`src/rtl/rx_phase_sched.sv`:
```
// rtl/rx_phase_sched.sv - strobe-aligned NCO phase-word update scheduler
// Queues host phase writes and applies them to per-channel registers on sample boundaries.
module rx_phase_sched #(
   parameter int NRX   = 4,
   parameter int DEPTH = 4,
   // One spare bit so out-of-range targets can be written and flagged.
   localparam int RXW  = $clog2(NRX) + 1
) (
   input  logic                 clk_i,
   input  logic                 rst_ni,
   input  logic                 wr_valid_i,
   output logic                 wr_ready_o,
   input  logic [RXW-1:0]       wr_rx_i,
   input  logic [31:0]          wr_phi_i,
   input  logic                 sample_stb_i,
   input  logic                 hold_i,
   output logic [32*NRX-1:0]    phi_o,
   output logic [NRX-1:0]       upd_o,
   output logic                 pending_o,
   output logic                 err_o
);
   localparam int AW = (DEPTH > 1) ? $clog2(DEPTH) : 1;
   localparam int CW = AW + 1;

   typedef enum logic {IDLE, ARM} state_t;

   state_t              state_q, state_d;
   logic [AW-1:0]       rd_ptr_q, rd_ptr_d, wr_ptr_q, wr_ptr_d;
   logic [CW-1:0]       count_q, count_d;
   logic [32*NRX-1:0]   phi_q, phi_d;
   logic [NRX-1:0]      upd_q, upd_d;
   logic                err_q, err_d;
   logic                rdy_q, rdy_d;

   logic [RXW-1:0]      rx_mem  [DEPTH];
   logic [31:0]         phi_mem [DEPTH];

   logic                push, apply, pair, h_ok;
   logic [1:0]          pop_n;
   logic [RXW-1:0]      h_rx, s_rx;
   logic [31:0]         h_phi, s_phi;

   always_comb begin
      state_d  = state_q;
      h_rx     = rx_mem[rd_ptr_q];
      h_phi    = phi_mem[rd_ptr_q];
      s_rx     = rx_mem[rd_ptr_q + AW'(1)];
      s_phi    = phi_mem[rd_ptr_q + AW'(1)];
      push     = wr_valid_i && rdy_q;
      h_ok     = h_rx < RXW'(NRX);
      pair     = (count_q >= CW'(2)) && h_ok && (s_rx == (h_rx ^ RXW'(1)));
      apply    = (state_q == ARM) && sample_stb_i && !hold_i;
      pop_n    = apply ? (pair ? 2'd2 : 2'd1) : 2'd0;
      count_d  = count_q + CW'(push) - CW'(pop_n);
      rd_ptr_d = rd_ptr_q + AW'(pop_n);
      wr_ptr_d = wr_ptr_q + AW'(push);
      rdy_d    = count_d != CW'(DEPTH);
      phi_d    = phi_q;
      upd_d    = '0;
      err_d    = err_q | (apply && !h_ok);

      case (state_q)
         IDLE:    if (push) state_d = ARM;
         ARM:     if (count_d == '0) state_d = IDLE;
         default: state_d = IDLE;
      endcase

      // Head and its pair partner are distinct channels, so both writes can land together.
      for (int n = 0; n < NRX; n++) begin
         if (apply && h_rx == RXW'(n)) begin
            phi_d[32*n +: 32] = h_phi;
            upd_d[n]          = 1'b1;
         end
         if (apply && pair && s_rx == RXW'(n)) begin
            phi_d[32*n +: 32] = s_phi;
            upd_d[n]          = 1'b1;
         end
      end
   end

   always_ff @(posedge clk_i or negedge rst_ni) begin
      if (!rst_ni) begin
         state_q  <= IDLE;
         rd_ptr_q <= '0;
         wr_ptr_q <= '0;
         count_q  <= '0;
         phi_q    <= '0;
         upd_q    <= '0;
         err_q    <= 1'b0;
         rdy_q    <= 1'b0;
      end else begin
         state_q  <= state_d;
         rd_ptr_q <= rd_ptr_d;
         wr_ptr_q <= wr_ptr_d;
         count_q  <= count_d;
         phi_q    <= phi_d;
         upd_q    <= upd_d;
         err_q    <= err_d;
         rdy_q    <= rdy_d;
      end
   end

   always_ff @(posedge clk_i) begin
      if (push) begin
         rx_mem[wr_ptr_q]  <= wr_rx_i;
         phi_mem[wr_ptr_q] <= wr_phi_i;
      end
   end

   assign wr_ready_o = rdy_q;
   assign phi_o      = phi_q;
   assign upd_o      = upd_q;
   assign pending_o  = count_q != '0;
   assign err_o      = err_q;
endmodule

```
`config.mk`:
```
export PLATFORM = sky130hd
export DESIGN_NAME = rx_phase_sched
export DESIGN_NICKNAME = d
export VERILOG_FILES = /design/src/rtl/rx_phase_sched.sv
export SDC_FILE = /design/constraint.sdc
export NUM_CORES = 1
export LEC_CHECK = 0
export ABC_CLOCK_PERIOD_IN_PS = 10400
export CORE_MARGIN = 3
export CORE_UTILIZATION = 59
export CTS_CLUSTER_DIAMETER = 30
export DETAILED_ROUTE_END_ITERATION = 10
export GPL_ROUTABILITY_DRIVEN = 1
export PLACE_DENSITY = 0.92
export SETUP_SLACK_MARGIN = 0.05
export SLEW_MARGIN = 20
export SYNTH_ARGS = -nofsm -noshare
export SYNTH_HDL_FRONTEND = slang
export SYNTH_SLANG_ARGS = --single-unit
```
`constraint.sdc`:
```
create_clock -name clk_i -period 10.4 [get_ports clk_i]
set_input_delay 3.12 -clock clk_i [delete_from_list [all_inputs] [get_ports clk_i]]
set_output_delay 3.12 -clock clk_i [all_outputs]
set_load 0.005 [all_outputs]
```
After elaboration in Yosys (flattened, before gate mapping):

Memory sizes are Yosys's and may differ from the RTL's.
Cells that the tools add are included.

* output and inout port bits: 135
* bits in writable memories: 140
* logic and storage cells: 78
* register bits: 142
* memories kept: 2

* reductions and logical operators: 25
* equal/unequal tests: 8
* add/subtract/negate cells: 5
* muxes and demuxes: 22
* bitwise gates (word level): 3
* magnitude comparators: 2

Memories
* phi_mem: depth 4, width 32, rd ports 2, clocked after memory_dff 0, wr ports 1, RTL line 36 `logic [31:0] phi_mem [DEPTH];`
* rx_mem: depth 4, width 3, rd ports 2, clocked after memory_dff 0, wr ports 1, RTL line 35 `logic [RXW-1:0] rx_mem [DEPTH];`

Operators by type and width (number)
* two-way mux 32 bit: 8
* logical AND 1 bit: 15
* equality test 3 x 2 -> 1 bit (second input constant): 4
* two-way mux 1 bit: 11
* zero test 3 bit: 3
* nonzero test 2 bit: 4
* equality test 3 x 1 -> 1 bit (second input constant): 2
* two-way mux 2 bit: 2
* adder 3 x 1 -> 3 bit: 1
* equality test 3 bit: 1
* greater-or-equal comparator 3 x 2 -> 1 bit (second input constant): 1
* < comparator 3 bit (second input constant): 1
* inequality test 3 bit (second input constant): 1
* nonzero test 3 bit: 1
* subtractor 3 x 2 -> 3 bit: 1
* adder 2 x 1 -> 2 bit: 1
* adder 2 x 1 -> 2 bit (second input constant): 1
* adder 2 bit: 1
* zero test 1 bit: 2
* inverter 1 bit: 2
* one-hot mux 1 bit (2 select lines): 1
* bitwise OR 1 bit: 1

Depth between registers and ports, before layout:

An unclocked memory read counts as a cell.

* word-level depth: 10
* gate-level depth with buffers: 13
* gate-level depth less buffers: 12

Worst setup path before layout:

Ideal clock, no wire load.

* path kind: input-to-reg
* from: input wr_valid_i
* to: memory phi_mem[0][0] (enable)
* arrival time: 5595 ps
* stages on the path: 2
* setup time: 471 ps
* path buffers: 0
* setup slack: 4335 ps
* cell sequence: nand2_1 > nor3_1

* longest elaborated chain between the ends: 3

RTL lines
* start, declared: RTL line 11 `input logic wr_valid_i,`
* logical AND 1 bit: RTL line 49 `push = wr_valid_i && rdy_q;`
* two-way mux 1 bit: RTL line 104 `if (push) begin`
* two-way mux 1 bit (not written as such): RTL line 106 `phi_mem[wr_ptr_q] <= wr_phi_i;`
* end, declared: RTL line 36

No other way between the ends.

Final worst setup path:

* from: input hold_i
* to: register phi_q[104] (netlist: phi_o[104])

* longest elaborated chain between the ends: 5

RTL lines
* start, declared: RTL line 16 `input logic hold_i,`
* zero test 1 bit *: RTL line 52 `apply = (state_q == ARM) && sample_stb_i && !hold_i;`
* logical AND 1 bit *: RTL line 52
* logical AND 1 bit (2 in series): RTL line 74 `if (apply && pair && s_rx == RXW'(n)) begin`
* two-way mux 32 bit / nonzero test 2 bit (equally long branches)
* end signal, assigned: RTL line 96 `phi_q <= phi_d;`
* end, declared: RTL line 30 `logic [32*NRX-1:0] phi_q, phi_d;`

Every way passes the cells marked *; elsewhere a longest branch is shown, timed or not.
A chain may end at the register's enable or synchronous reset.

==> results by group <==
Critical path
  – Crit path buf inv count: 1
  – Top delay family on crit path: simple AND/OR/NAND/NOR gates
  – Critical path's largest stage delay: about 960 ps
  – Startpoint types: primary input
  – Critical path endpoint category: flip-flop
  – Crit path max-delay cell type: nand4bb_4
  – CP cell instances: clkdlybuf4s50_1, nand3b_1, nand4bb_4, a21oi_1, mux2i_1
  – Maximum fanout along the worst path: 65
  – Crit path DAT: 5490 ps
  – Crit path required time: 10780 ps
  – Critical setup path kind: in -> reg

Cells and area
  – Post-route non-filler standard cell count: 1484
  – Nets: 1214
  – Proportion of layout cells with a drive suffix above 1: 0.141
  – Area growth from synthesis to layout: 26.2%
  – Fillers: 1225

Timing
  – Fin Setup TNS: 0 ps
  – Clock skew: 20.6 ps
  – Final worst path period share: 0.492
  – Final WS setup: 5290 ps
  – Final slew viol count: 0
  – RSZ-0062 raised after global routing: false
  – Worst hold margin: between 400 and 500 ps
  – Clock period minus worst slack: 5110 ps
  – Final Setup Violations: 0
  – Final hold vios: 0
  – F_max: 196 MHz
  – Slew @ Worst Pin: 1030 ps
  – Relative slew slack: 0.310

Power
  – Maximum VDD drop: 154 µV
  – Leak: 7.37 nW
  – PD cells: 312 nW/µm²
  – Int Pwr: 0.00339 W
  – Reg power frac: 0.359
  – Switch Pwr: 0.00167 W
  – Clock power frac: 0.293
  – Combinational share of power: 0.348
  – Sw Share: 0.330

Yosys
  – Synth Cell Area: ~13000 µm²
  – Synth unique cells: 38
  – Top area cells in the synthesized netlist: edfxtp_1 33%, dfrtp_1 28%, mux2i_1 16%
  – Ys flop type: dfrtp_1
  – Seq cells post-synth: 282
  – Yosys top cell area share: 0.327
  – Cell with the most instances after synthesis: mux2i_1
  – Mapped Nets: ~1.0k
  – Post-Syn Instances: roughly 1.0k
  – Post-synth top area cell: edfxtp_1
  – YS warnings: 0
  – Synth cell count leaders: 201 x mux2i_1, 142 x dfrtp_1, 140 x edfxtp_1
  – Avg Cell Area, Syn: 12.8 µm²
  – EDFF count, synth: 140
  – Seq/Total Area, Yosys: 0.604
  – Ys async rst share: 0.504

CTS
  – Post_cts resized: 0
  – Clock Latency Late Sink: 540 ps
  – Root Driver: clkbuf_16
  – TritonCTS buffer count: 47
  – Sink Count: between 200 and 300
  – Htree depth: 2
  – Clock buffer depth: 3
  – Hold-fix buffers, CTS: 0
  – CTS tree: yes
  – Postcts setup bufs: 0
  – Clk slew on worst S/H paths: 60 ps

Outcome
  – Outcome: completed

Flow run
  – Max-cap violations: 0

Placed design
  – Port Buffer Count: between 150 and 200
  – Routability cong.: 0.789
  – Placed insts: 1396
  – Pre-CTS WS: around 4800 ps
  – Dpl hpwl: 18900 µm

Floorplan
  – Core area: around 21000 µm²
  – Die height: roughly 150 µm
  – FP Rows: between 50 and 60
  – Die width: ~150 µm
  – Starting Density: 0.606
  – Io pins: between 150 and 200
  – DIE AREA: 23600 µm²

Routing
  – Vias/cell: ~6.0
  – DR iter-0 viols: 656
  – DR WL/cell: around 21 µm
  – Routed WL: 31900 µm
  – Routed Antenna Nets: 0
  – Post-route DRC: 0
  – Pre-Repair DR Iteration Count: 5
  – Vias: 8896

GRT
  – First-pass GRT wire length: 50900 µm
  – Pin count of the biggest net entering global routing: between 70 and 80
  – Congestion Overflow GR: 0
  – Number of global-route vias before repair: 9340
  – Initial antenna violation count: 2
  – GRT Total Usage: 0.270

Hold path
  – Hold Crit Class: reg -> reg
==> path summary, 6_finish.rpt <==
path | from | end | slack, ps | depth (start not counted)
min in group asynchronous | rst_ni | phi_o[115] | 2570 | 1
max in group asynchronous | rst_ni | rd_ptr_q[0] | 6320 | 2
worst min-delay path | err_o | err_o | 470 | 1
worst max-delay path | hold_i | phi_o[104] | 5290 | 5
worst max register to register | rd_ptr_q[0] | state_q | 7010 | 12
worst min register to register | err_o | err_o | 470 | 1
==> cell families (layout without fill, tap and decap cells) <==
group           count (synthesis)  after routing  share of synthesized area
flops                         282            282                      0.604
mux                           272            272                      0.223
simple gates                  196            196                     0.0650
compound gates                169            169                     0.0672
buf+inv                        69            275                     0.0305
xor+xnor                        9              9                    0.00613
fa+ha+maj                       4              4                    0.00448
other cells                     0              2                          0
==> cell usage in the layout (no fill, tap or decap), drive strengths merged, types with 3 or more instances in the layout <==
master and count:
clkdlybuf4s50 173, nor3 3, clkinv 11, buf 11
mux2i 201, mux4 5, a21oi 129, ha 3
clkinvlp 5, nand2 40, bufinv 4, inv 11
nor2 133, clkbuf 60, dfrtp 142, o21ai 35
nand3 4, xor2 3, edfxtp 140, mux2 66
xnor2 6
==> sequential cells by signal (all words and copies together), names as in the netlist <==
| register | flops |
|---|---|
| count_q | 3 |
| err_o | 1 |
| phi_mem | 128 |
| phi_o | 128 |
| rd_ptr_q | 2 |
| rx_mem | 12 |
| state_q | 1 |
| upd_o | 4 |
| wr_ptr_q | 2 |
| wr_ready_o | 1 |
==> worst reg2reg max path: stages, from the launching register on <==
cell and delay [ps]:
dfrtp_4 780, mux2i_1 280, mux2_2 360, a32oi_1 210, o21ai_0 230, xnor2_1 190
ha_1 170, inv_1 50, fa_1 370, xnor2_1 180, xnor2_1 140, o31ai_1 200
o21ai_0 110
==> per-layer routing <==
metal | routed length, µm | share of wire | GRT usage
met1 | 12400 | 0.39 | 0.340
met5 | 0 | 0 | 0
met4 | 1210 | 0.038 | 0.116
met3 | 1910 | 0.060 | 0.0515
met2 | 16300 | 0.51 | 0.461
==> power groups by stage <==
stage,sequential (W),clock [W],combinational (W)
2_1_floorplan,0.00172,0,0.00102
3_3_place_gp,0.00180,0,0.00165
3_5_place_dp,0.00182,0,0.00172
4_1_cts,0.00181,0.00149,0.00176
5_1_grt,0.00185,0.00155,0.00190
6_report,0.00182,0.00148,0.00176
==> per-stage QoR <==
| stage | utilization | cell area (µm²) | power (W) |
|---|---|---|---|
| finish | 0.765 | 16200 | 0.00505 |
| global route | 0.765 | 16200 | 0.00530 |
| CTS | 0.764 | 16200 | 0.00506 |
| detailed placement | 0.692 | 14700 | 0.00355 |
| global placement | 0.692 | 14700 | 0.00346 |
| floorplan | - | 12900 | 0.00274 |
==> final cells by class <==
cell class,count,area (µm²),share of cell area
well taps,275,344,0.0212
repair buffers,184,1820,0.112
clock inverters,26,284,0.0175
diodes,2,5.00,0.000308
flip-flops and latches,282,7760,0.479
inverters,5,18.8,0.00116
clock buffers,60,1240,0.0767
multi-input cells,650,4750,0.292
(Power assumes the default switching activity.)
